## src/rtl/tcm_capture_ctrl_pkg.sv

```systemverilog
// Shared types and control-word layout for the TCM stream-capture sequencer.
package tcm_ctrl_pkg;

  // Sequencer states; the encodings are visible to software through STAT_state.
  typedef enum logic [2:0] {
    ST_IDLE    = 3'd0,
    ST_CAPTURE = 3'd1,
    ST_DRAIN   = 3'd2,
    ST_DONE    = 3'd3,
    ST_READ    = 3'd4
  } tcm_state_e;

  // Bit positions inside USR_tcm_control.
  localparam int TCM_CTL_RD       = 0;
  localparam int TCM_CTL_RDY      = 1;
  localparam int TCM_CTL_ADDR_LSB = 2;
  localparam int TCM_CTL_ADDR_MSB = 6;

endpackage

```

## src/rtl/tcm_capture_ctrl.sv

```systemverilog
// Capture sequencer for the 32-word TCM: arms/terminates AXI-Stream capture
// through TREADY, counts accepted beats, flags truncated frames and issues
// single-word readback strobes on the TCM read port.
// Optional feature: define TCM_CAPTURE_CTRL_IRQ_EN to enable the level IRQ
// raised on capture completion; otherwise IRQ is tied low.
module tcm_capture_ctrl
  import tcm_ctrl_pkg::*;
#(
  parameter int C_TCM_DEPTH  = 32,
  parameter int C_ADDR_WIDTH = 5
) (
  input  logic                    S_AXIS_ACLK,
  input  logic                    S_AXIS_ARESETN,
  input  logic                    CFG_start,
  input  logic                    CFG_abort,
  input  logic                    CFG_rd_req,
  input  logic [C_ADDR_WIDTH-1:0] CFG_rd_addr,
  input  logic                    CFG_irq_clr,
  input  logic                    S_AXIS_TVALID,
  input  logic                    S_AXIS_TLAST,
  output logic [31:0]             USR_tcm_control,
  output logic [2:0]              STAT_state,
  output logic [5:0]              STAT_count,
  output logic                    STAT_done,
  output logic                    STAT_overflow,
  output logic                    STAT_rd_valid,
  output logic                    IRQ
);

  localparam logic [5:0] DEPTH_CNT = 6'(C_TCM_DEPTH);

  tcm_state_e            state;
  tcm_state_e            state_next;
  logic [5:0]            count;
  logic [5:0]            count_inc;
  logic                  beat;
  logic                  overflow;
  logic                  done_flag;
  logic                  rd_valid;
  logic                  ret_done;
  logic [C_ADDR_WIDTH-1:0] rd_addr;
  logic [4:0]            rd_addr_ext;

  assign beat        = S_AXIS_TVALID && (state == ST_CAPTURE);
  assign count_inc   = count + 6'd1;
  assign rd_addr_ext = 5'(rd_addr);

  // State register; reset drops TREADY at once because it is a decode of state.
  always_ff @(posedge S_AXIS_ACLK or negedge S_AXIS_ARESETN) begin
    if (!S_AXIS_ARESETN) state <= ST_IDLE;
    else                 state <= state_next;
  end

  // Next-state logic: start beats read, and DRAIN gives the datapath one idle cycle.
  always_comb begin
    state_next = state;
    case (state)
      ST_IDLE: begin
        if (CFG_start)       state_next = ST_CAPTURE;
        else if (CFG_rd_req) state_next = ST_READ;
      end
      ST_CAPTURE: begin
        if (CFG_abort || (beat && (S_AXIS_TLAST || count_inc == DEPTH_CNT)))
          state_next = ST_DRAIN;
      end
      ST_DRAIN: state_next = ST_DONE;
      ST_DONE: begin
        if (CFG_start)       state_next = ST_CAPTURE;
        else if (CFG_rd_req) state_next = ST_READ;
      end
      ST_READ: state_next = ret_done ? ST_DONE : ST_IDLE;
      default: state_next = ST_IDLE;
    endcase
  end

  // Control word: TREADY while capturing, strobe plus latched address while reading.
  always_comb begin
    USR_tcm_control = '0;
    USR_tcm_control[TCM_CTL_RDY] = (state == ST_CAPTURE);
    if (state == ST_READ) begin
      USR_tcm_control[TCM_CTL_RD] = 1'b1;
      USR_tcm_control[TCM_CTL_ADDR_MSB:TCM_CTL_ADDR_LSB] = rd_addr_ext;
    end
  end

  // Beat counter, status flags and read-request bookkeeping.
  always_ff @(posedge S_AXIS_ACLK or negedge S_AXIS_ARESETN) begin
    if (!S_AXIS_ARESETN) begin
      count     <= '0;
      overflow  <= 1'b0;
      done_flag <= 1'b0;
      rd_valid  <= 1'b0;
      ret_done  <= 1'b0;
      rd_addr   <= '0;
    end else begin
      rd_valid <= (state == ST_READ);
      case (state)
        ST_IDLE, ST_DONE: begin
          if (CFG_start) begin
            count     <= '0;
            overflow  <= 1'b0;
            done_flag <= 1'b0;
          end else if (CFG_rd_req) begin
            rd_addr  <= CFG_rd_addr;
            ret_done <= (state == ST_DONE);
          end
        end
        ST_CAPTURE: begin
          if (beat && count != DEPTH_CNT) count <= count_inc;
          if (beat && !S_AXIS_TLAST && count_inc == DEPTH_CNT) overflow <= 1'b1;
        end
        ST_DRAIN: done_flag <= 1'b1;
        default: ;
      endcase
    end
  end

`ifdef TCM_CAPTURE_CTRL_IRQ_EN
  logic irq_q;

  // Completion interrupt: set on DRAIN->DONE, which takes priority over a clear.
  always_ff @(posedge S_AXIS_ACLK or negedge S_AXIS_ARESETN) begin
    if (!S_AXIS_ARESETN)         irq_q <= 1'b0;
    else if (state == ST_DRAIN)  irq_q <= 1'b1;
    else if (CFG_irq_clr)        irq_q <= 1'b0;
  end

  assign IRQ = irq_q;
`else
  logic irq_clr_unused;
  assign irq_clr_unused = CFG_irq_clr;
  assign IRQ            = 1'b0;
`endif

  assign STAT_state    = state;
  assign STAT_count    = count;
  assign STAT_done     = done_flag;
  assign STAT_overflow = overflow;
  assign STAT_rd_valid = rd_valid;

endmodule

```

## config.mk

```make
export PLATFORM = sky130hd
export DESIGN_NAME = tcm_capture_ctrl
export DESIGN_NICKNAME = d
export VERILOG_FILES = /design/src/rtl/tcm_capture_ctrl_pkg.sv /design/src/rtl/tcm_capture_ctrl.sv
export SDC_FILE = /design/constraint.sdc
export NUM_CORES = 1
export LEC_CHECK = 0
export BUFFER_PORTS_ARGS = -buffer_cell sky130_fd_sc_hd__clkbuf_2
export CORE_MARGIN = 5
export CORE_UTILIZATION = 40
export DETAILED_ROUTE_END_ITERATION = 12
export GPL_ROUTABILITY_DRIVEN = 1
export PLACE_DENSITY = 0.7
export SYNTH_ARGS = -nofsm -noshare
export SYNTH_HDL_FRONTEND = slang
export SYNTH_SLANG_ARGS = --single-unit
```

## constraint.sdc

```tcl
create_clock -name S_AXIS_ACLK -period 2.21 [get_ports S_AXIS_ACLK]
set_input_delay 0.663 -clock S_AXIS_ACLK [delete_from_list [all_inputs] [get_ports S_AXIS_ACLK]]
set_output_delay 0.663 -clock S_AXIS_ACLK [all_outputs]
set_load 0.02 [all_outputs]
```

==> summary.md, run 1 <==
| Metric | Value |
|---|---|
| GPL Wtd Cong | `0.753` |
| Vias per cell | `4.85` |
| CTS clk-pin slew, worst paths | `~0.11 ns` |
| DR WL/cell | `roughly 12 µm` |
| WL final | `2.39 mm` |
| Endpoints failing setup | `0` |
| Post-Synth XOR/XNOR Area | `0.0142` |
| Detailed Routing Iterations Pass 1 | `4` |
| Clock buffer count from CTS | `3` |
| Post-Synth Simple-Gate Area | `0.210` |
| Crit Reg-Reg Endpoint | `STAT_state[1]` |
| Worst-skew pair later-pin latency | `0.30 ns` |
| Hold crit path type | `in2async` |
| IO Pins | `58` |
| Initial antenna violation count | `0` |
| CTS Sinks | `18` |
| Fin crit share | `0.952` |
| Setup CP Type | `reg2out` |
| All-Layer GR Usage | `0.115` |
| Post-Place Setup Slack | `0.175 ns` |
| Final #Nets | `approximately 180` |
| Startpoint types | `register` |
| Outcome | `complete, no violations` |
| Final Hold Fails | `0` |
| Max-slew violation count | `0` |
| CP Launch Point | `STAT_state[1]` |
| Clock Tree Buf Depth | `2` |
| Hold-fix buffers, CTS | `0` |
| Synth area leaders | `dfrtp_1, buf_4, mux2_2, and2_1, nor2b_1` |
| Worst-path maximum fanout | `8` |
| Post-synthesis mux area share | `0.0627` |
| # rows | `20` |
| Iter 0 DRT Violations | `20` |
| Number of global-route vias before repair | `~880` |
| Min cycle time layout | `approximately 2.1 ns` |
| Synth Area in Compound Gates | `0.128` |
| Die W | `around 66 µm` |
| IO Port Bufs | `30` |
| Most frequent cells in the layout | `clkbuf_2, conb_1, dfrtp_1` |
| Data required time at the worst endpoint | `about 1.6 ns` |
| Global-route wire length before repair | `~3.9 mm` |
| Post-route ant nets | `0` |
| H-tree levels | `1` |
| CP Capture Type | `output pin` |
| R2r worst-path depth | `5` |
| Post-synthesis instance total | `roughly 130` |
| Area growth from synthesis to layout | `13.2%` |
| Ant. Diodes | `0` |
| Die area | `approximately 4300 µm²` |
| Top cell type by total area after synthesis | `dfrtp_1` |
| Synth warn | `0` |
| Total number of vias | `between 900 and 1,000` |
| DP Wirelength | `between 1.5 and 2 mm` |
| Share of cells above drive strength 1 | `0.352` |
| Mean post-synth cell area | `approximately 10 µm²` |
| Clock root buffer | `clkbuf_4` |
| Power per cell area | `approximately 1100 nW/µm²` |
| Max Clock Skew | `about 0.0074 ns` |
| Mapped cell area | `roughly 1200 µm²` |
| Pleak | `around 0.74 nW` |
| Post-synth top area share | `0.364` |
| Die Span Y | `about 66 µm` |
| Yosys reg bits | `18` |
| GR Overflow Total | `0` |
| DRC Markers | `0` |
| Setup ws final | `about 0.11 ns` |
| Max IR drop VDD | `between 0.4 and 0.5 mV` |
| Final hold slack | `between 0.2 and 0.3 ns` |
| Largest family of logic cells by synthesized area | `simple AND/OR/NAND/NOR gates` |
| Filler Cells Inserted | `a little over 300` |
| Post-synthesis cell type count | `41` |
| CTS tree | `built` |
| FMAX | `between 400 and 500 MHz` |
| Area of the core | `3000 µm²` |
| Reg2reg setup slack | `~0.40 ns` |
| Max Cap Viol | `0` |
| R2r startpoint | `STAT_state[1]` |
| Largest net degree at the start of global routing | `19` |
| Post-synthesis sequential area ratio | `0.364` |
| Initial Util | `0.412` |
| Arrival time worst endpoint | `around 1.4 ns` |
| Most common cell after layout, fill and taps aside | `clkbuf_2` |
| Synth Area in Adders | `0.0283` |
[critical path, cell delays in order (launching register included)]
cell and delay [ns]:
dfrtp_2 0.48, nor2b_2 0.14, nor2b_4 0.20, and2_1 0.15, clkbuf_2 0.17
[Yosys cell counts (all sizes together)]
master	n
xnor2	1
o311ai	1
nand2	7
or2	1
or4bb	1
buf	28
a21o	2
a221o	1
inv	6
nand3	2
dfrtp	18
xor2	1
or3b	1
nor3b	4
mux2i	1
a41oi	1
o2bb2ai	1
nor3	1
and2	6
or4	1
nand2b	2
nor2b	5
a22o	2
and3	1
ha	2
a31oi	1
a211o	2
nor2	6
maj3	1
or4b	1
conb	1
nand3b	2
o32ai	1
mux2	6
a21oi	4
o21ai	2
o311a	1
[layout make-up]
class                           count  area, µm²  share of cell area
Multi-Input combinational cell     98        657               0.469
Sequential cell                    18        453               0.323
Timing Repair Buffer               37        205               0.146
Tap cell                           33       41.3              0.0295
Clock buffer                        3       22.5              0.0161
Inverter                            6       22.5              0.0161
[repair_timing]
item,in CTS,in global routing
cloned,0,0
setup endpoints to repair,6,5
resized for setup,3,3
buffers inserted,0,5
hold endpoints to repair,0,0
pin swaps,0,1
[sequential cells by signal (all words and copies together), names as in the netlist]
name,cells
STAT_done,1
STAT_count,6
STAT_overflow,1
ret_done,1
rd_addr,5
STAT_state,3
STAT_rd_valid,1
[through the flow]
step	instance area, µm²	util	std cells	power, mW	setup TNS, ns
final	1400	0.467	195	1.54	0
after global routing	1400	0.467	195	1.67	-0.00250
after CTS	1360	0.453	190	1.49	0
after detailed placement	1330	0.443	187	1.31	0
after global placement	1330	0.443	187	1.28	0
after floorplan	1330	-	150	1.15	0
[worst max-delay path by stage]
stage	endpoint	slack [ns]	depth (start not counted)
2_1_floorplan	USR_tcm_control[2]	0.15	3
3_3_place_gp	STAT_state[1]	0.20	5
3_5_place_dp	STAT_state[1]	0.17	5
4_1_cts	USR_tcm_control[2]	0.03	4
5_1_grt	USR_tcm_control[2]	-0.002	4
6_report	USR_tcm_control[2]	0.11	4
[power breakdown]
| group | switching [mW] | internal (mW) | leakage, nW |
|---|---|---|---|
| combinational | 0.432 | 0.375 | 0.496 |
| sequential | 0.124 | 0.443 | 0.230 |
| clock | 0.106 | 0.0636 | 0.0138 |
[layer usage]
layer  vias up  GRT usage  part of all wire
met5         -          0                 0
met4         0     0.0648             0.026
met3         7     0.0325             0.084
met2        38      0.180              0.47
met1       446      0.141              0.42
li1        455          -                 -
[cells by family (layout without fill, tap and decap cells)]
family                   Yosys count  in the layout
buffers and inverters             34             46
AND/OR/NAND/NOR                   41             41
AO/OA/AOI/OAI                     19             19
multiplexers                       7              7
flip-flops                        18             18
XOR/XNOR                           2              2
adder cells (fa/ha/maj)            3              3
other                              1             26
Power figures use the tool's default switching activity.
==> run 2: changes to the inputs <==
--- a/config.mk
+++ b/config.mk
@@ -6,11 +6,13 @@
 export NUM_CORES = 1
 export LEC_CHECK = 0
 export BUFFER_PORTS_ARGS = -buffer_cell sky130_fd_sc_hd__clkbuf_2
+export CELL_PAD_IN_SITES_DETAIL_PLACEMENT = 2
+export CELL_PAD_IN_SITES_GLOBAL_PLACEMENT = 2
 export CORE_MARGIN = 5
-export CORE_UTILIZATION = 40
+export CORE_UTILIZATION = 26
 export DETAILED_ROUTE_END_ITERATION = 12
 export GPL_ROUTABILITY_DRIVEN = 1
-export PLACE_DENSITY = 0.7
+export PLACE_DENSITY_LB_ADDON = 0.1
 export SYNTH_ARGS = -nofsm -noshare
 export SYNTH_HDL_FRONTEND = slang
 export SYNTH_SLANG_ARGS = --single-unit
==> summary.md, run 2 (same netlist as run 1, synthesis figures left out) <==
| Metric | Value |
|---|---|
| Total number of vias | `963 (+1.8%)` |
| RSZ-0062 raised after global routing | `no` |
| H-tree levels | `1 (unchanged)` |
| Most frequent cells in the layout | `clkbuf_2, conb_1, dfrtp_1` |
| Top delay family on crit path | `simple AND/OR/NAND/NOR gates` |
| Register area | `452 µm² (-0.28%)` |
| DRC Markers | `0 (unchanged)` |
| Area of the core | `4660 µm² (+55%)` |
| Post-route ant nets | `0 (unchanged)` |
| Clock buffer count from CTS | `3 (unchanged)` |
| Crit-path cells | `nor2b_2 -> nor2b_4 -> and2_1 -> clkbuf_2` |
| Crit path max-delay cell type | `dfrtp_2` |
| Vias per cell | `4.46 (-8.1%)` |
| Data required time at the worst endpoint | `1.55 ns (about the same)` |
| CTS tree | `built` |
| Hold-fix buffers, CTS | `0 (unchanged)` |
| Die W | `79.0 µm (+20%)` |
| Arrival time worst endpoint | `1.43 ns (about the same)` |
| Die Span Y | `79.0 µm (+20%)` |
| Filler Cells Inserted | `558 (+85%)` |
| # rows | `25 (+25%)` |
| Crit path buffers/inverters | `1 (unchanged)` |
| Detailed Routing Iterations Pass 1 | `2 (-2)` |
| Max Clock Skew | `0.00565 ns (-0.00175 ns)` |
| Clock Power Share | `0.174 (+0.064)` |
| Max Cap Viol | `0 (unchanged)` |
| Part of the power in registers | `0.343 (-0.025)` |
| Footprint of the multi-input gates | `657 µm² (unchanged)` |
| Most common cell after layout, fill and taps aside | `clkbuf_2` |
| IO Port Bufs | `30 (unchanged)` |
| Endpoints failing setup | `0 (unchanged)` |
| GR Overflow Total | `0 (unchanged)` |
| Slew headroom | `0.655` |
| Worst-skew pair later-pin latency | `0.26 ns (-0.04 ns)` |
| Hold crit path type | `in2async` |
| Clock Tree Buf Depth | `2 (unchanged)` |
| Min cycle time layout | `2.09 ns (-0.0164 ns)` |
| Global-route wire length before repair | `5.18 mm (+34%)` |
| Fin crit share | `0.945 (-0.00744)` |
| CTS Sinks | `18 (unchanged)` |
| Initial antenna violation count | `0 (unchanged)` |
| Clock root buffer | `clkbuf_8` |
| Switching Power | `692 µW (+4.7%)` |
| DR WL/cell | `14.3 µm (+17%)` |
| Outcome | `complete, no violations` |
| Final Hold Fails | `0 (unchanged)` |
| Die area | `6240 µm² (+45%)` |
| Area growth from synthesis to layout | `17.1%` |
| Switching portion of total power | `0.420 (-0.00855)` |
| Ant. Diodes | `0 (unchanged)` |
| Setup TNS | `0 ns (unchanged)` |
| CP Capture Type | `output pin` |
| Comb pwr share | `0.483 (-0.039)` |
| Startpoint types | `register` |
| DP Wirelength | `2.44 mm (+31%)` |
| Number of global-route vias before repair | `1,067 (+21%)` |
| Power per cell area | `1140 nW/µm² (+3.3%)` |
| Worst slew pin tran | `0.510 ns` |
| Share of cells above drive strength 1 | `0.346 (-0.00617)` |
| Total Power | `1.65 mW (+6.8%)` |
| FMAX | `479 MHz (+0.79%)` |
| Internal power | `955 µW (+8.4%)` |
| Max-slew violation count | `0 (unchanged)` |
| All-Layer GR Usage | `0.104 (-0.0110)` |
| CTS clk-pin slew, worst paths | `0.08 ns (-0.03 ns)` |
| Number of flip-flops under the largest register name | `6 (unchanged)` |
| Worst-path maximum fanout | `8 (unchanged)` |
| Final Util | `0.311 (-0.156)` |
| GPL Wtd Cong | `0.718 (-4.6%)` |
| Iter 0 DRT Violations | `13 (-35%)` |
| Setup CP Type | `reg2out` |
| WL final | `3.10 mm (+30%)` |
| IO Pins | `58 (unchanged)` |
| Setup ws final | `0.122 ns (+0.0164 ns)` |
| Final #Nets | `178 (-0.56%)` |
| Reg2reg setup slack | `0.29 ns (-0.11 ns)` |
| Largest net degree at the start of global routing | `19 (unchanged)` |
| Max IR drop VDD | `0.467 mV (+16%)` |
| CP max stage delay | `0.47 ns (about the same)` |
| Post-Place Setup Slack | `0.153 ns (-0.0223 ns)` |
| Initial Util | `0.266 (-0.147)` |
| Pleak | `0.750 nW (+1.4%)` |
## run 2: cell types whose count changed in the layout (fill, tap and decap cells not counted), sizes merged
cell / previous run / this run
clkbuf: 32 / 34
buf: 8 / 6
## run 2: metrics by stage
step                hold slack, ns  cells  instance area [µm²]
detailed placement           0.475    210                 1370
CTS                          0.389    214                 1430
floorplan                    0.367    150                 1330
global placement             0.469    210                 1370
finish                       0.356    216                 1450
global route                 0.406    216                 1450
## run 2: repair_timing
item / 4_1_cts / 5_1_grt
gates resized for setup: 1 / 2
setup endpoints to repair: 5 / 5
setup buffers: 0 / 2
## run 2: worst reg2reg max path, delay by kind of cell (launching register included)
kind,cells,cell delay [ns]
AOI/OAI and AO/OA,2,0.53
and+or+nand+nor,2,0.63
DFF,1,0.65
## run 2: path summary, 6_finish.rpt
kind,start,endpoint,cells after the start
worst max-delay path,STAT_state[1],USR_tcm_control[2],4
worst min-delay path,S_AXIS_ARESETN,STAT_state[1],1
worst max register to register,STAT_state[0],STAT_state[1],4
worst min register to register,ret_done,ret_done,2
max in group asynchronous,S_AXIS_ARESETN,STAT_state[1],1
min in group S_AXIS_ACLK,ret_done,ret_done,2
## run 2: power by group through the flow
| stage | registers (mW) | clock network [mW] | logic (mW) |
|---|---|---|---|
| 3_3_place_gp | 0.563 | 0 | 0.786 |
| 2_1_floorplan | 0.588 | 0 | 0.562 |
| 4_1_cts | 0.567 | 0.303 | 0.807 |
| 5_1_grt | 0.590 | 0.314 | 0.878 |
| 3_5_place_dp | 0.572 | 0 | 0.803 |
| 6_report | 0.566 | 0.286 | 0.796 |
## run 2: metal layers
metal / vias to the layer above / share of wire / GRT usage / routed length, µm
met5: - / 0 / 0 / 0
met4: 0 / 0.0071 / 0.0206 / 22
met1: 465 / 0.44 / 0.126 / 1360
met2: 43 / 0.48 / 0.175 / 1480
li1: 453 / - / - / -
met3: 2 / 0.073 / 0.0420 / 227
## run 2: cell type report
type	count	area share
inverter	6	0.0155
sequential	18	0.312
tap	54	0.0466
multi-input combinational	98	0.453
clock buffer	4	0.0380
timing repair buffer	36	0.135
